**config.mk**
```make
export PLATFORM = sky130hd
export DESIGN_NAME = fetch_decode_stage_flat
export DESIGN_NICKNAME = d
export VERILOG_FILES = /design/src/rtl/fetch_decode_stage_if.sv /design/src/rtl/fetch_decode_stage.sv /design/src/flat_wrapper.sv
export SDC_FILE = /design/constraint.sdc
export NUM_CORES = 1
export LEC_CHECK = 0
export BUFFER_PORTS_ARGS = -buffer_cell sky130_fd_sc_hd__buf_2
export CAP_MARGIN = 20
export CORE_UTILIZATION = 55
export CTS_CLUSTER_SIZE = 12
export DETAILED_ROUTE_END_ITERATION = 8
export PLACE_DENSITY = 0.85
export SYNTH_ARGS = -nofsm -noshare
export SYNTH_HDL_FRONTEND = slang
export SYNTH_SLANG_ARGS = --single-unit
```
**constraint.sdc**
```tcl
create_clock -name clk -period 5.1 [get_ports clk]
set_input_delay 1.53 -clock clk [delete_from_list [all_inputs] [get_ports clk]]
set_output_delay 1.53 -clock clk [all_outputs]
set_load 0.01 [all_outputs]
```
**src/rtl/fetch_decode_stage_if.sv**
```systemverilog
// -----------------------------------------------------------------------------
// fetch_decode_stage_if
// Bundles the front-end signals exchanged between the hazard controller /
// instruction memory side (master) and the fetch/decode stage (slave).
//
// Signals (direction as seen by the slave):
//   instr_in       in   INSTR_W  instruction memory data for address pc
//   branch_target  in   PC_W     redirect address, meaningful with flush_fetch
//   flush_fetch    in   1        kill fetched instruction, redirect PC
//   flush_decode   in   1        kill instruction in decode (bubble to EX)
//   stall_fetch    in   1        hold PC
//   stall_decode   in   1        hold IF/ID, bubble to EX
//   pc_write       in   1        PC write enable
//   pc             out  PC_W     instruction memory address
//   ifid_instr     out  INSTR_W  IF/ID instruction register
//   ifid_pc_next   out  PC_W     IF/ID copy of pc+1
//   ifid_valid     out  1        IF/ID holds a live instruction
//   r_dest_fetch   out  3        ifid_instr[10:8]
//   r_src_fetch    out  3        ifid_instr[7:5]
//   ex_bubble      out  1        ID/EX must load NOP this cycle
//   stall_cnt      out  CNT_W    saturating stall-cycle counter
//   flush_cnt      out  CNT_W    saturating flush-cycle counter
// -----------------------------------------------------------------------------
interface fetch_decode_stage_if #(
  parameter int PC_W    = 16,
  parameter int INSTR_W = 16,
  parameter int CNT_W   = 16
) ();

  logic [INSTR_W-1:0] instr_in;
  logic [PC_W-1:0]    branch_target;
  logic               flush_fetch;
  logic               flush_decode;
  logic               stall_fetch;
  logic               stall_decode;
  logic               pc_write;

  logic [PC_W-1:0]    pc;
  logic [INSTR_W-1:0] ifid_instr;
  logic [PC_W-1:0]    ifid_pc_next;
  logic               ifid_valid;
  logic [2:0]         r_dest_fetch;
  logic [2:0]         r_src_fetch;
  logic               ex_bubble;
  logic [CNT_W-1:0]   stall_cnt;
  logic [CNT_W-1:0]   flush_cnt;

  modport master (
    output instr_in, branch_target, flush_fetch, flush_decode,
           stall_fetch, stall_decode, pc_write,
    input  pc, ifid_instr, ifid_pc_next, ifid_valid, r_dest_fetch,
           r_src_fetch, ex_bubble, stall_cnt, flush_cnt
  );

  modport slave (
    input  instr_in, branch_target, flush_fetch, flush_decode,
           stall_fetch, stall_decode, pc_write,
    output pc, ifid_instr, ifid_pc_next, ifid_valid, r_dest_fetch,
           r_src_fetch, ex_bubble, stall_cnt, flush_cnt
  );

endinterface

```
**src/rtl/fetch_decode_stage.sv**
```systemverilog
// -----------------------------------------------------------------------------
// fetch_decode_stage
// Owns the PC and the IF/ID register. Each cycle the front end either
// advances, holds (stall) or is redirected/killed (flush) according to the
// hazard controller's controls, with priority flush > stall > advance.
// The ID/EX bubble request is produced combinationally so the execute stage
// can load a NOP in the same cycle the hazard is signalled.
//
// Ports:
//   clk    in  1  clock, rising edge
//   rst_n  in  1  asynchronous reset, active-low
//   bus    fetch_decode_stage_if.slave  controls in, PC / IF/ID / stats out
// -----------------------------------------------------------------------------
module fetch_decode_stage #(
  parameter int                 PC_W     = 16,
  parameter int                 INSTR_W  = 16,
  parameter logic [PC_W-1:0]    RESET_PC = {PC_W{1'b0}},
  parameter logic [INSTR_W-1:0] NOP      = {INSTR_W{1'b0}},
  parameter int                 CNT_W    = 16
) (
  input  logic                       clk,
  input  logic                       rst_n,
  fetch_decode_stage_if.slave        bus
);

  typedef enum logic [1:0] {
    ST_BOOT = 2'd0,
    ST_RUN  = 2'd1,
    ST_HOLD = 2'd2
  } state_t;

  typedef enum logic [1:0] {
    ACT_ADV   = 2'd0,
    ACT_STALL = 2'd1,
    ACT_FLUSH = 2'd2,
    ACT_IDLE  = 2'd3
  } act_t;

  state_t             state_r;
  state_t             state_nxt_s;
  act_t               act_s;

  logic [PC_W-1:0]    pc_r;
  logic [INSTR_W-1:0] ifid_instr_r;
  logic [PC_W-1:0]    ifid_pc_next_r;
  logic               ifid_valid_r;
  logic [CNT_W-1:0]   stall_cnt_r;
  logic [CNT_W-1:0]   flush_cnt_r;

  // Undriven (X/Z) controls must read as inactive, hence the case equality.
  logic ff_s, fd_s, sf_s, sd_s, pw_s;
  logic flush_any_s, stall_any_s, stall_cnt_inc_s;
  logic [PC_W-1:0] pc_plus1_s;

  assign ff_s = (bus.flush_fetch  === 1'b1);
  assign fd_s = (bus.flush_decode === 1'b1);
  assign sf_s = (bus.stall_fetch  === 1'b1);
  assign sd_s = (bus.stall_decode === 1'b1);
  assign pw_s = (bus.pc_write     === 1'b1);

  assign flush_any_s = ff_s | fd_s;
  // A missing pc_write holds the front end but is not a counted stall.
  assign stall_any_s     = sf_s | sd_s | ~pw_s;
  assign stall_cnt_inc_s = sf_s | sd_s;
  assign pc_plus1_s      = pc_r + {{(PC_W-1){1'b0}}, 1'b1};

  // FSM state register.
  always_ff @(posedge clk or negedge rst_n) begin
    if (!rst_n) begin
      state_r <= ST_BOOT;
    end else begin
      state_r <= state_nxt_s;
    end
  end

  // Next-state and per-cycle action selection (flush > stall > advance).
  always_comb begin
    state_nxt_s = state_r;
    act_s       = ACT_IDLE;
    case (state_r)
      ST_BOOT: begin
        // First fetch after reset ignores the hazard controller.
        state_nxt_s = ST_RUN;
        act_s       = ACT_ADV;
      end
      ST_RUN, ST_HOLD: begin
        if (flush_any_s) begin
          state_nxt_s = ST_RUN;
          act_s       = ACT_FLUSH;
        end else if (stall_any_s) begin
          state_nxt_s = ST_HOLD;
          act_s       = ACT_STALL;
        end else begin
          state_nxt_s = ST_RUN;
          act_s       = ACT_ADV;
        end
      end
      default: begin
        state_nxt_s = ST_BOOT;
        act_s       = ACT_IDLE;
      end
    endcase
  end

  // PC and IF/ID register update.
  always_ff @(posedge clk or negedge rst_n) begin
    if (!rst_n) begin
      pc_r           <= RESET_PC;
      ifid_instr_r   <= NOP;
      ifid_pc_next_r <= {PC_W{1'b0}};
      ifid_valid_r   <= 1'b0;
    end else begin
      case (act_s)
        ACT_ADV: begin
          pc_r           <= pc_plus1_s;
          ifid_instr_r   <= bus.instr_in;
          ifid_pc_next_r <= pc_plus1_s;
          ifid_valid_r   <= 1'b1;
        end
        ACT_FLUSH: begin
          // A decode-only flush kills IF/ID but leaves the PC in place.
          if (ff_s) begin
            pc_r <= bus.branch_target;
          end else begin
            pc_r <= pc_r;
          end
          ifid_instr_r   <= NOP;
          ifid_pc_next_r <= {PC_W{1'b0}};
          ifid_valid_r   <= 1'b0;
        end
        default: begin
          pc_r           <= pc_r;
          ifid_instr_r   <= ifid_instr_r;
          ifid_pc_next_r <= ifid_pc_next_r;
          ifid_valid_r   <= ifid_valid_r;
        end
      endcase
    end
  end

  // Saturating stall/flush statistics.
  always_ff @(posedge clk or negedge rst_n) begin
    if (!rst_n) begin
      stall_cnt_r <= {CNT_W{1'b0}};
      flush_cnt_r <= {CNT_W{1'b0}};
    end else begin
      if ((act_s == ACT_STALL) && stall_cnt_inc_s && (stall_cnt_r != {CNT_W{1'b1}})) begin
        stall_cnt_r <= stall_cnt_r + {{(CNT_W-1){1'b0}}, 1'b1};
      end else begin
        stall_cnt_r <= stall_cnt_r;
      end
      if ((act_s == ACT_FLUSH) && (flush_cnt_r != {CNT_W{1'b1}})) begin
        flush_cnt_r <= flush_cnt_r + {{(CNT_W-1){1'b0}}, 1'b1};
      end else begin
        flush_cnt_r <= flush_cnt_r;
      end
    end
  end

  assign bus.pc           = pc_r;
  assign bus.ifid_instr   = ifid_instr_r;
  assign bus.ifid_pc_next = ifid_pc_next_r;
  assign bus.ifid_valid   = ifid_valid_r;
  assign bus.r_dest_fetch = ifid_instr_r[10:8];
  assign bus.r_src_fetch  = ifid_instr_r[7:5];
  assign bus.stall_cnt    = stall_cnt_r;
  assign bus.flush_cnt    = flush_cnt_r;
  // Same-cycle bubble request; also asserted throughout reset (IF/ID empty).
  assign bus.ex_bubble    = fd_s | sd_s | ~ifid_valid_r;

endmodule

```
**src/flat_wrapper.sv**
```systemverilog
// flat-port wrapper written by rule: the top's interface ports become plain ports
module fetch_decode_stage_flat 
#(
  parameter int                 PC_W     = 16,
  parameter int                 INSTR_W  = 16,
  parameter logic [PC_W-1:0]    RESET_PC = {PC_W{1'b0}},
  parameter logic [INSTR_W-1:0] NOP      = {INSTR_W{1'b0}},
  parameter int                 CNT_W    = 16
)
  (clk, rst_n, bus_instr_in, bus_branch_target, bus_flush_fetch, bus_flush_decode, bus_stall_fetch, bus_stall_decode, bus_pc_write, bus_pc, bus_ifid_instr, bus_ifid_pc_next, bus_ifid_valid, bus_r_dest_fetch, bus_r_src_fetch, bus_ex_bubble, bus_stall_cnt, bus_flush_cnt);
  fetch_decode_stage_if #(.PC_W(PC_W), .INSTR_W(INSTR_W), .CNT_W(CNT_W)) bus_i ();
  input  logic clk;
  input  logic rst_n;
  input wire logic [$bits(bus_i.instr_in)-1:0] bus_instr_in;
  input wire logic [$bits(bus_i.branch_target)-1:0] bus_branch_target;
  input wire logic [$bits(bus_i.flush_fetch)-1:0] bus_flush_fetch;
  input wire logic [$bits(bus_i.flush_decode)-1:0] bus_flush_decode;
  input wire logic [$bits(bus_i.stall_fetch)-1:0] bus_stall_fetch;
  input wire logic [$bits(bus_i.stall_decode)-1:0] bus_stall_decode;
  input wire logic [$bits(bus_i.pc_write)-1:0] bus_pc_write;
  output wire logic [$bits(bus_i.pc)-1:0] bus_pc;
  output wire logic [$bits(bus_i.ifid_instr)-1:0] bus_ifid_instr;
  output wire logic [$bits(bus_i.ifid_pc_next)-1:0] bus_ifid_pc_next;
  output wire logic [$bits(bus_i.ifid_valid)-1:0] bus_ifid_valid;
  output wire logic [$bits(bus_i.r_dest_fetch)-1:0] bus_r_dest_fetch;
  output wire logic [$bits(bus_i.r_src_fetch)-1:0] bus_r_src_fetch;
  output wire logic [$bits(bus_i.ex_bubble)-1:0] bus_ex_bubble;
  output wire logic [$bits(bus_i.stall_cnt)-1:0] bus_stall_cnt;
  output wire logic [$bits(bus_i.flush_cnt)-1:0] bus_flush_cnt;
  assign bus_i.instr_in = bus_instr_in;
  assign bus_i.branch_target = bus_branch_target;
  assign bus_i.flush_fetch = bus_flush_fetch;
  assign bus_i.flush_decode = bus_flush_decode;
  assign bus_i.stall_fetch = bus_stall_fetch;
  assign bus_i.stall_decode = bus_stall_decode;
  assign bus_i.pc_write = bus_pc_write;
  assign bus_pc = bus_i.pc;
  assign bus_ifid_instr = bus_i.ifid_instr;
  assign bus_ifid_pc_next = bus_i.ifid_pc_next;
  assign bus_ifid_valid = bus_i.ifid_valid;
  assign bus_r_dest_fetch = bus_i.r_dest_fetch;
  assign bus_r_src_fetch = bus_i.r_src_fetch;
  assign bus_ex_bubble = bus_i.ex_bubble;
  assign bus_stall_cnt = bus_i.stall_cnt;
  assign bus_flush_cnt = bus_i.flush_cnt;
  fetch_decode_stage #(.PC_W(PC_W), .INSTR_W(INSTR_W), .RESET_PC(RESET_PC), .NOP(NOP), .CNT_W(CNT_W)) u_core (.clk(clk), .rst_n(rst_n), .bus(bus_i));
endmodule
```
==> run summary, run 1 <==
DIE
--------------------------------------------------------------------------------------
Die boundary width                                                             89.2 um
Die outline height                                                             89.2 um
Floorplan Core Area                                                           7290 um2
IO Count                                                                           127
Number of placement rows                                                            31
DIE AREA                                                                      7960 um2
Starting density of the core                                                     57.4%

CLOCK NETWORK
--------------------------------------------------------------------------------------
Maximum clock path buffer count                                                      2
Insertion delay to the later sink of the worst-skew pair                       0.35 ns
Number of buffers added to fix hold violations after cts                             0
Clock-pin slew on the worst setup and hold paths                               0.08 ns
Count of H-tree levels built during CTS                                              3
Post-CTS setup-driven buffer insertion count                                         0
Total clock buffers created by CTS                                                   9
Clock tree from TritonCTS                                                         done
Clock root buffer master                                                  sky130_fd_sc_hd__clkbuf_8
Number of gates given a new drive strength after cts                                 0
Number of sinks handled by clock tree synthesis                                     83

STA
--------------------------------------------------------------------------------------
Crit path time final                                                           3.50 ns
Clock skew                                                                   0.0135 ns
Upper clock frequency limit                                                    286 MHz
Post-route setup TNS                                                              0 ns
Worst slew pin tran                                                           0.673 ns
Hold violation total from the final report                                           0
Unrepaired setup endpoints after global routing                                     no
Total setup violations reported at the end of the flow                               0
Max-slew violation count                                                             0
Headroom to the max-slew limit                                                   55.1%
Period Utilization, post-route                                                   68.6%

MIN PATH
--------------------------------------------------------------------------------------
Worst Hold Path Cells                                                                2
Hold Crit Class                                                             reg -> reg
Endpoint of the worst hold path                                           u_core.bus.ifid_pc_next[3]
Hold path startpoint                                                      u_core.bus.ifid_pc_next[3]

POWER AND IR DROP
--------------------------------------------------------------------------------------
Power density over cell area                                                575 nW/um2
Leakage power of the design                                                    2.45 nW
Largest voltage drop on the vdd net                                           0.313 mV

CELLS AND AREA
--------------------------------------------------------------------------------------
Fill cells                                                                         592
Area overhead of the layout relative to synthesis                                21.6%
Final net count                                                                    590
Design Area, Final                                                            5090 um2
Sequential cell area                                                          2080 um2
Inserted Diodes                                                                      0
Fraction of final layout cells with drive strength greater than 1                28.7%
Area of combinational cells with multiple inputs                              1980 um2

SYNTH
--------------------------------------------------------------------------------------
Seq cells post-synth                                                                83
Share of the yosys chip area belonging to registers                              49.6%
Gate count after technology mapping                                                431
Avg Inst Size Synth                                                           9.71 um2
Post-synthesis instance area                                                  4190 um2
Number of nets produced by synthesis                                               475
Post-synth EDFFs                                                                     0
Predominant post-synthesis flop cell                                      sky130_fd_sc_hd__dfrtp_1
Number of distinct standard cells referenced by the synthesized netlist             46
Async SR Flop Fraction                                                            100%
Yosys warns                                                                          0

CRITICAL PATH
--------------------------------------------------------------------------------------
Data arrival time of the critical path                                         1.97 ns
Setup slack of the most critical reg-to-reg path                               2.48 ns
Critical Path Max Stage Delay                                                  0.15 ns
Critical register-to-register path startpoint                             u_core.state_r[1]
Worst Path Max Fanout                                                                6
Sequence of cells on the critical path                                    buf_2 -> nor2_1 -> nand2_1 -> buf_2
Critical path start-end classification                                       in -> out
Most frequent cell on the critical path                                   sky130_fd_sc_hd__buf_2
Master of the slowest instance on the critical path                       sky130_fd_sc_hd__buf_2
CP Launch Type                                                               input pin
Req. time, crit path                                                           3.57 ns
Capture point of the worst reg-to-reg path                                u_core.bus.ifid_instr[4]
Crit path capture type                                                      output pin
Register-to-Register Path Depth                                                      6

DETAILED ROUTING
--------------------------------------------------------------------------------------
Number of iterations in the first detailed-routing pass                              4
Remaining design rule violation count                                                0
Met3 WL post-DR                                                                 702 um
Via count                                                                         3766
Wire length on met2                                                            4.86 mm
Met1 wire length                                                               4.43 mm
Highest routed metal layer                                                        met4
Final WL                                                                       10.2 mm
Average wire per cell in the routed design                                     15.7 um
Residual antenna-violating net count after detailed routing                          0
Number of vias per cell after detailed routing                                    5.79
Drt initial violations                                                             218

GLOBAL ROUTE
--------------------------------------------------------------------------------------
Antenna violations before repair                                                     0
Via count of the first global-routing pass                                        3310
Maximum number of pins on one net before global-route repair                        84
Sum of overflow across all layers after global routing                               0
Total global-route track usage                                                   25.5%
Wire length of the first global-routing pass                                   15.4 mm

PLACE
--------------------------------------------------------------------------------------
Detailed placer's ending HPWL                                                  7.14 mm
DP Area                                                                       4860 um2
Count of port buffers added during placement                                       126
Weighted congestion at the end of routability-driven global placement            0.869

RUN STATUS
--------------------------------------------------------------------------------------
Result of the run                                                         complete, no violations

FLOW RUN
--------------------------------------------------------------------------------------
Number of max-cap violations                                                         0

[stage by stage]
step	hold slack (ns)	std cells	setup slack [ns]	total power [mW]	utilization [%]
final	0.481	650	1.60	2.93	69.8
after global placement	0.459	633	1.60	2.38	66.7
after CTS	0.486	649	1.60	2.93	69.4
after global routing	0.511	650	1.55	3.13	69.8
after detailed placement	0.466	633	1.60	2.45	66.7
after floorplan	0.516	431	1.87	1.97	-
[cell type report]
type | count | area share (%)
clock buffer | 11 | 2.78
clock inverter | 5 | 1.18
inverter | 6 | 0.442
multi-input combinational | 315 | 38.8
sequential | 83 | 40.8
tap | 99 | 2.43
timing repair buffer | 131 | 13.6
[how the worst max path moves through the flow]
stage / startpoint / end / slack, ns / cells after the start
3_5_place_dp: bus_flush_decode / bus_ex_bubble / 1.60 / 4
3_3_place_gp: bus_flush_decode / bus_ex_bubble / 1.60 / 4
2_1_floorplan: bus_stall_decode / bus_ex_bubble / 1.87 / 2
4_1_cts: bus_flush_decode / bus_ex_bubble / 1.60 / 4
6_report: bus_flush_decode / bus_ex_bubble / 1.60 / 4
5_1_grt: bus_flush_decode / bus_ex_bubble / 1.55 / 4
[report_power, final]
group	switching [mW]	leakage, nW	internal (mW)
registers	0.244	1.04	0.891
logic	0.785	1.31	0.525
clock network	0.239	0.0999	0.242
[synthesized netlist by cell type, types with 4 or more instances]
cell type                   count  area [um2]
sky130_fd_sc_hd__o22ai_1       10        62.6
sky130_fd_sc_hd__xor2_1        29         254
sky130_fd_sc_hd__inv_1          6        22.5
sky130_fd_sc_hd__nor3_1         8        40.0
sky130_fd_sc_hd__nand3_1       19        95.1
sky130_fd_sc_hd__clkbuf_1      19        71.3
sky130_fd_sc_hd__nor4_1         4        25.0
sky130_fd_sc_hd__o31ai_1       10        75.1
sky130_fd_sc_hd__nand4_1       14        87.6
sky130_fd_sc_hd__and3_1         7        43.8
sky130_fd_sc_hd__nor2_1        14        52.6
sky130_fd_sc_hd__dfrtp_1       83        2080
sky130_fd_sc_hd__and4_1         5        43.8
sky130_fd_sc_hd__ha_1           5        62.6
sky130_fd_sc_hd__nor4b_1        5        43.8
sky130_fd_sc_hd__o21ai_0       30         150
sky130_fd_sc_hd__nand2_1       77         289
sky130_fd_sc_hd__buf_4          7        52.6
sky130_fd_sc_hd__xnor2_1       10        87.6
sky130_fd_sc_hd__a21oi_1       22         110
sky130_fd_sc_hd__a2bb2oi_1     10        87.6
sky130_fd_sc_hd__a211oi_1       5        37.5
[critical path: cells and delay by family]
| kind | cells | cell delay, ns |
|---|---|---|
| buffers and inverters | 2 | 0.28 |
| AND/OR/NAND/NOR | 2 | 0.15 |
[layer usage]
metal / global-route usage (%) / vias up
met5: 0 / -
met4: 10.8 / 0
met1: 33.6 / 1812
met2: 42.2 / 165
met3: 4.06 / 18
li1: - / 1771
[cells in the final DEF (no fill, tap or decap), types with 2 or more instances in the layout]
master / synthesis / final
sky130_fd_sc_hd__o2bb2ai_1: 2 / 2
sky130_fd_sc_hd__inv_1: 6 / 6
sky130_fd_sc_hd__buf_4: 7 / 5
sky130_fd_sc_hd__mux2_2: 2 / 2
sky130_fd_sc_hd__and4_1: 5 / 5
sky130_fd_sc_hd__xor2_1: 29 / 29
sky130_fd_sc_hd__nor4_1: 4 / 4
sky130_fd_sc_hd__o22ai_1: 10 / 9
sky130_fd_sc_hd__o31ai_1: 10 / 10
sky130_fd_sc_hd__nor4b_1: 5 / 5
sky130_fd_sc_hd__a21oi_1: 22 / 22
sky130_fd_sc_hd__a211oi_1: 5 / 5
sky130_fd_sc_hd__nand4_1: 14 / 14
sky130_fd_sc_hd__nor2_1: 14 / 14
sky130_fd_sc_hd__dfrtp_1: 83 / 83
sky130_fd_sc_hd__ha_1: 5 / 5
sky130_fd_sc_hd__o21ai_0: 30 / 30
sky130_fd_sc_hd__mux2_1: 2 / 2
sky130_fd_sc_hd__or3_1: 3 / 3
sky130_fd_sc_hd__nand2_1: 77 / 77
sky130_fd_sc_hd__xnor2_1: 10 / 10
sky130_fd_sc_hd__clkbuf_8: 0 / 10
sky130_fd_sc_hd__and3_1: 7 / 7
sky130_fd_sc_hd__nand2b_1: 3 / 3
sky130_fd_sc_hd__nor3_1: 8 / 8
sky130_fd_sc_hd__nand3_1: 19 / 19
sky130_fd_sc_hd__a2bb2oi_1: 10 / 10
sky130_fd_sc_hd__nor4b_2: 2 / 2
sky130_fd_sc_hd__buf_2: 0 / 125
[registers in the layout, indices dropped and copies added (netlist names)]
name / count
u_core.bus.stall_cnt: 16
u_core.bus.flush_cnt: 16
u_core.state_r: 2
u_core.bus.ifid_pc_next: 16
u_core.bus.ifid_instr: 16
u_core.bus.pc: 16
u_core.bus.ifid_valid: 1
[cells by family after synthesis]
logic type	after synthesis	share of synthesized area, %
AOI/OAI and AO/OA	99	15.2
xor gates and xnor gates	39	8.16
adders and majority gates	5	1.49
buffers and inverters	33	3.77
DFF	83	49.6
muxes	4	1.08
and+or+nand+nor	168	20.7
Note: power is estimated with default switching activity, not from simulation.
==> run 2: changes to the inputs <==
- CORE_UTILIZATION: 55 -> 52
- PLACE_DENSITY: 0.85 -> 0.81
- clock period: 5.1 -> 3.6 ns (I/O delays scaled with it)
==> run 2 against run 1 <==
Against the previous run: via count down 2.8%; register-to-register slack got worse by 1.4 ns; clock-buffer cell count decreased by 1; clock skew rose by 0.0027 ns; worst hold slack worse by 0.0061 ns; non-clock buffer count is 1 higher; clock power up 67%; total power rose by 45%; wire length is 1.8% lower; final cell count rose by 0.62%; critical path depth did not move; critical endpoint unchanged; largest cell class unchanged.
==> run summary, run 2 (same netlist as run 1, synthesis figures left out) <==
DETAILED ROUTING
-------------------------------------------------------------------------------------
Via count                                                                        3661   was 3766
Residual antenna-violating net count after detailed routing                         0   unchanged
Number of vias per cell after detailed routing                                   5.60   was 5.79
Average wire per cell in the routed design                                    15.3 um   was 15.7 um
Drt initial violations                                                            192   was 218
Number of iterations in the first detailed-routing pass                             4   unchanged
Remaining design rule violation count                                               0   unchanged
Final WL                                                                      10.0 mm   was 10.2 mm

CRITICAL PATH
-------------------------------------------------------------------------------------
Crit path capture type                                                     output pin   unchanged
Most frequent cell on the critical path                                  sky130_fd_sc_hd__buf_2   unchanged
Data arrival time of the critical path                                        1.56 ns   was 1.97 ns
Setup slack of the most critical reg-to-reg path                              1.11 ns   was 2.48 ns
Req. time, crit path                                                          2.52 ns   was 3.57 ns
Sequence of cells on the critical path                                   buf_2 -> nor2_1 -> nand2_1 -> buf_2   unchanged
Critical path start-end classification                                      in -> out   unchanged
Worst Path Max Fanout                                                               4   was 6
CP top delay family                                                      buffers and inverters   unchanged
Capture point of the worst reg-to-reg path                               u_core.bus.stall_cnt[15]   was u_core.bus.ifid_instr[4]
Master of the slowest instance on the critical path                      sky130_fd_sc_hd__buf_2   unchanged
Critical Path Max Stage Delay                                                 0.14 ns   was 0.15 ns
CP Launch Type                                                              input pin   unchanged
Register-to-Register Path Depth                                                     6   unchanged
Critical register-to-register path startpoint                            u_core.state_r[0]   was u_core.state_r[1]
Worst path buffer plus inverter count                                               2   unchanged

POWER AND IR DROP
-------------------------------------------------------------------------------------
Internal portion of total power                                               2.48 mW   was 1.66 mW
Final Power                                                                   4.25 mW   was 2.93 mW
Combinational share of power                                                    43.5%   was 44.8%
Power density over cell area                                               826 nW/um2   was 575 nW/um2
Leakage power of the design                                                   2.47 nW   was 2.45 nW
Power dissipated by switching net loads                                       1.77 mW   was 1.27 mW
Clock network fraction of design power                                          18.8%   was 16.4%
Largest voltage drop on the vdd net                                          0.444 mV   was 0.313 mV
Portion of total power attributed to sequential cells                           37.6%   was 38.8%
Net switching fraction of the power                                             41.7%   was 43.3%

STA
-------------------------------------------------------------------------------------
Period Utilization, post-route                                                  73.2%
Crit path time final                                                          2.64 ns
Clock skew                                                                  0.0162 ns   was 0.0135 ns
Max-slew violation count                                                            0   unchanged
Unrepaired setup endpoints after global routing                                    no   unchanged
Worst slew pin tran                                                          0.651 ns   was 0.673 ns
Post-route setup TNS                                                             0 ns   unchanged
Final hold slack                                                             0.475 ns   was 0.481 ns
Total setup violations reported at the end of the flow                              0   unchanged
Hold violation total from the final report                                          0   unchanged
Upper clock frequency limit                                                   379 MHz
Final critical-path setup slack                                              0.964 ns   was 1.60 ns
Headroom to the max-slew limit                                                  56.6%   was 55.1%

DIE
-------------------------------------------------------------------------------------
IO Count                                                                          127   unchanged
Die boundary width                                                            91.7 um   was 89.2 um
Number of placement rows                                                           32   was 31
DIE AREA                                                                     8410 um2   was 7960 um2
Floorplan Core Area                                                          7770 um2   was 7290 um2
Die outline height                                                            91.7 um   was 89.2 um
Starting density of the core                                                    53.9%   was 57.4%

CELLS AND AREA
-------------------------------------------------------------------------------------
Final cell utilization of the core                                              66.2%   was 69.8%
Filler-free cell count of the finished design                                     654   was 650
Inserted Diodes                                                                     0   unchanged
Area overhead of the layout relative to synthesis                               22.9%   was 21.6%
Fraction of final layout cells with drive strength greater than 1               28.8%   was 28.7%
Design Area, Final                                                           5140 um2   was 5090 um2
Most frequent standard cell in the layout excluding fill and tap cells   sky130_fd_sc_hd__buf_2   unchanged
Commonest non-fill, non-tap cells in the layout                          sky130_fd_sc_hd__buf_2, sky130_fd_sc_hd__dfrtp_1, sky130_fd_sc_hd__nand2_1   unchanged
Final net count                                                                   591   was 590

CLOCK NETWORK
-------------------------------------------------------------------------------------
Count of H-tree levels built during CTS                                             3   unchanged
Number of buffers added to fix hold violations after cts                            0   unchanged
Post-CTS setup-driven buffer insertion count                                        0   unchanged
Maximum clock path buffer count                                                     2   unchanged
Clock root buffer master                                                 sky130_fd_sc_hd__clkbuf_8   unchanged
Clock tree from TritonCTS                                                        done   unchanged
Total clock buffers created by CTS                                                  9   unchanged
Number of gates given a new drive strength after cts                                0   unchanged
Number of sinks handled by clock tree synthesis                                    83   unchanged
Insertion delay to the later sink of the worst-skew pair                      0.36 ns   was 0.35 ns
Clock-pin slew on the worst setup and hold paths                              0.08 ns   about the same

PLACE
-------------------------------------------------------------------------------------
Count of port buffers added during placement                                      126   unchanged
DP Area                                                                      4870 um2   was 4860 um2
Cells after DPL                                                                   637   was 633
Pre-CTS worst setup slack                                                    0.711 ns   was 1.60 ns
Weighted congestion at the end of routability-driven global placement           0.878   was 0.869
Detailed placer's ending HPWL                                                 7.02 mm   was 7.14 mm

RUN STATUS
-------------------------------------------------------------------------------------
Result of the run                                                        complete, no violations   unchanged

GLOBAL ROUTE
-------------------------------------------------------------------------------------
Wire length of the first global-routing pass                                  15.8 mm   was 15.4 mm
Antenna violations before repair                                                    0   unchanged
Total global-route track usage                                                  24.0%   was 25.5%
Sum of overflow across all layers after global routing                              0   unchanged
Via count of the first global-routing pass                                       3228   was 3310
Maximum number of pins on one net before global-route repair                       84   unchanged

MIN PATH
-------------------------------------------------------------------------------------
Hold Crit Class                                                            reg -> reg   unchanged
Worst Hold Path Cells                                                               2   unchanged
Endpoint of the worst hold path                                          u_core.bus.ifid_pc_next[3]   unchanged
Hold path startpoint                                                     u_core.bus.ifid_pc_next[3]   unchanged

FLOW RUN
-------------------------------------------------------------------------------------
Number of max-cap violations                                                        0   unchanged

[run 2: changes by cell type in the layout (fill, tap and decap cells not counted)]
cell,before,now
sky130_fd_sc_hd__bufinv_16,1,3
sky130_fd_sc_hd__buf_4,5,6
sky130_fd_sc_hd__clkinv_2,1,0
sky130_fd_sc_hd__inv_6,1,0
sky130_fd_sc_hd__clkinvlp_4,1,2
sky130_fd_sc_hd__clkbuf_8,10,9
[run 2: how the worst max path moves through the flow]
stage	startpoint	end	slack [ns]	cells after the start
floorplan	bus_flush_decode	u_core.bus.stall_cnt[15]	1.13	4
global placement	bus_flush_decode	u_core.bus.stall_cnt[15]	0.81	5
detailed placement	bus_flush_decode	u_core.bus.stall_cnt[15]	0.71	5
CTS	bus_stall_decode	bus_ex_bubble	0.96	4
global route	bus_flush_decode	bus_ex_bubble	0.93	4
finish	bus_stall_decode	bus_ex_bubble	0.96	4
[run 2: final cells by class]
cell class / instances / area [um2]
well taps: 102 / 128
repair buffers: 132 / 698
fillers: 665 / 2630
inverters: 6 / 22.5
clock inverters: 6 / 114
clock buffers: 10 / 128
flip-flops and latches: 83 / 2080
multi-input cells: 315 / 1980
[run 2: power by group through the flow]
stage	Combinational, mW	Sequential [mW]	Clock, mW
2_1_floorplan	1.10	1.70	0
4_1_cts	1.86	1.59	0.826
5_1_grt	2.07	1.65	0.860
3_5_place_dp	1.85	1.61	0
6_report	1.85	1.60	0.800
3_3_place_gp	1.80	1.59	0
[run 2: per-layer routing]
metal	GRT usage (%)	part of all wire, %	vias up
met5	0	0	-
met4	7.94	0.47	0
met3	3.90	6.6	4
met2	38.5	48	141
met1	33.5	45	1740
li1	-	-	1776
[run 2: worst reg2reg max path: stages, from the launching register on]
cell and delay (ns):
sky130_fd_sc_hd__dfrtp_1 0.36, sky130_fd_sc_hd__inv_1 0.05, sky130_fd_sc_hd__ha_1 0.48, sky130_fd_sc_hd__or3b_1 0.46
sky130_fd_sc_hd__o21bai_4 0.30, sky130_fd_sc_hd__nor4b_1 0.40, sky130_fd_sc_hd__mux2_1 0.35
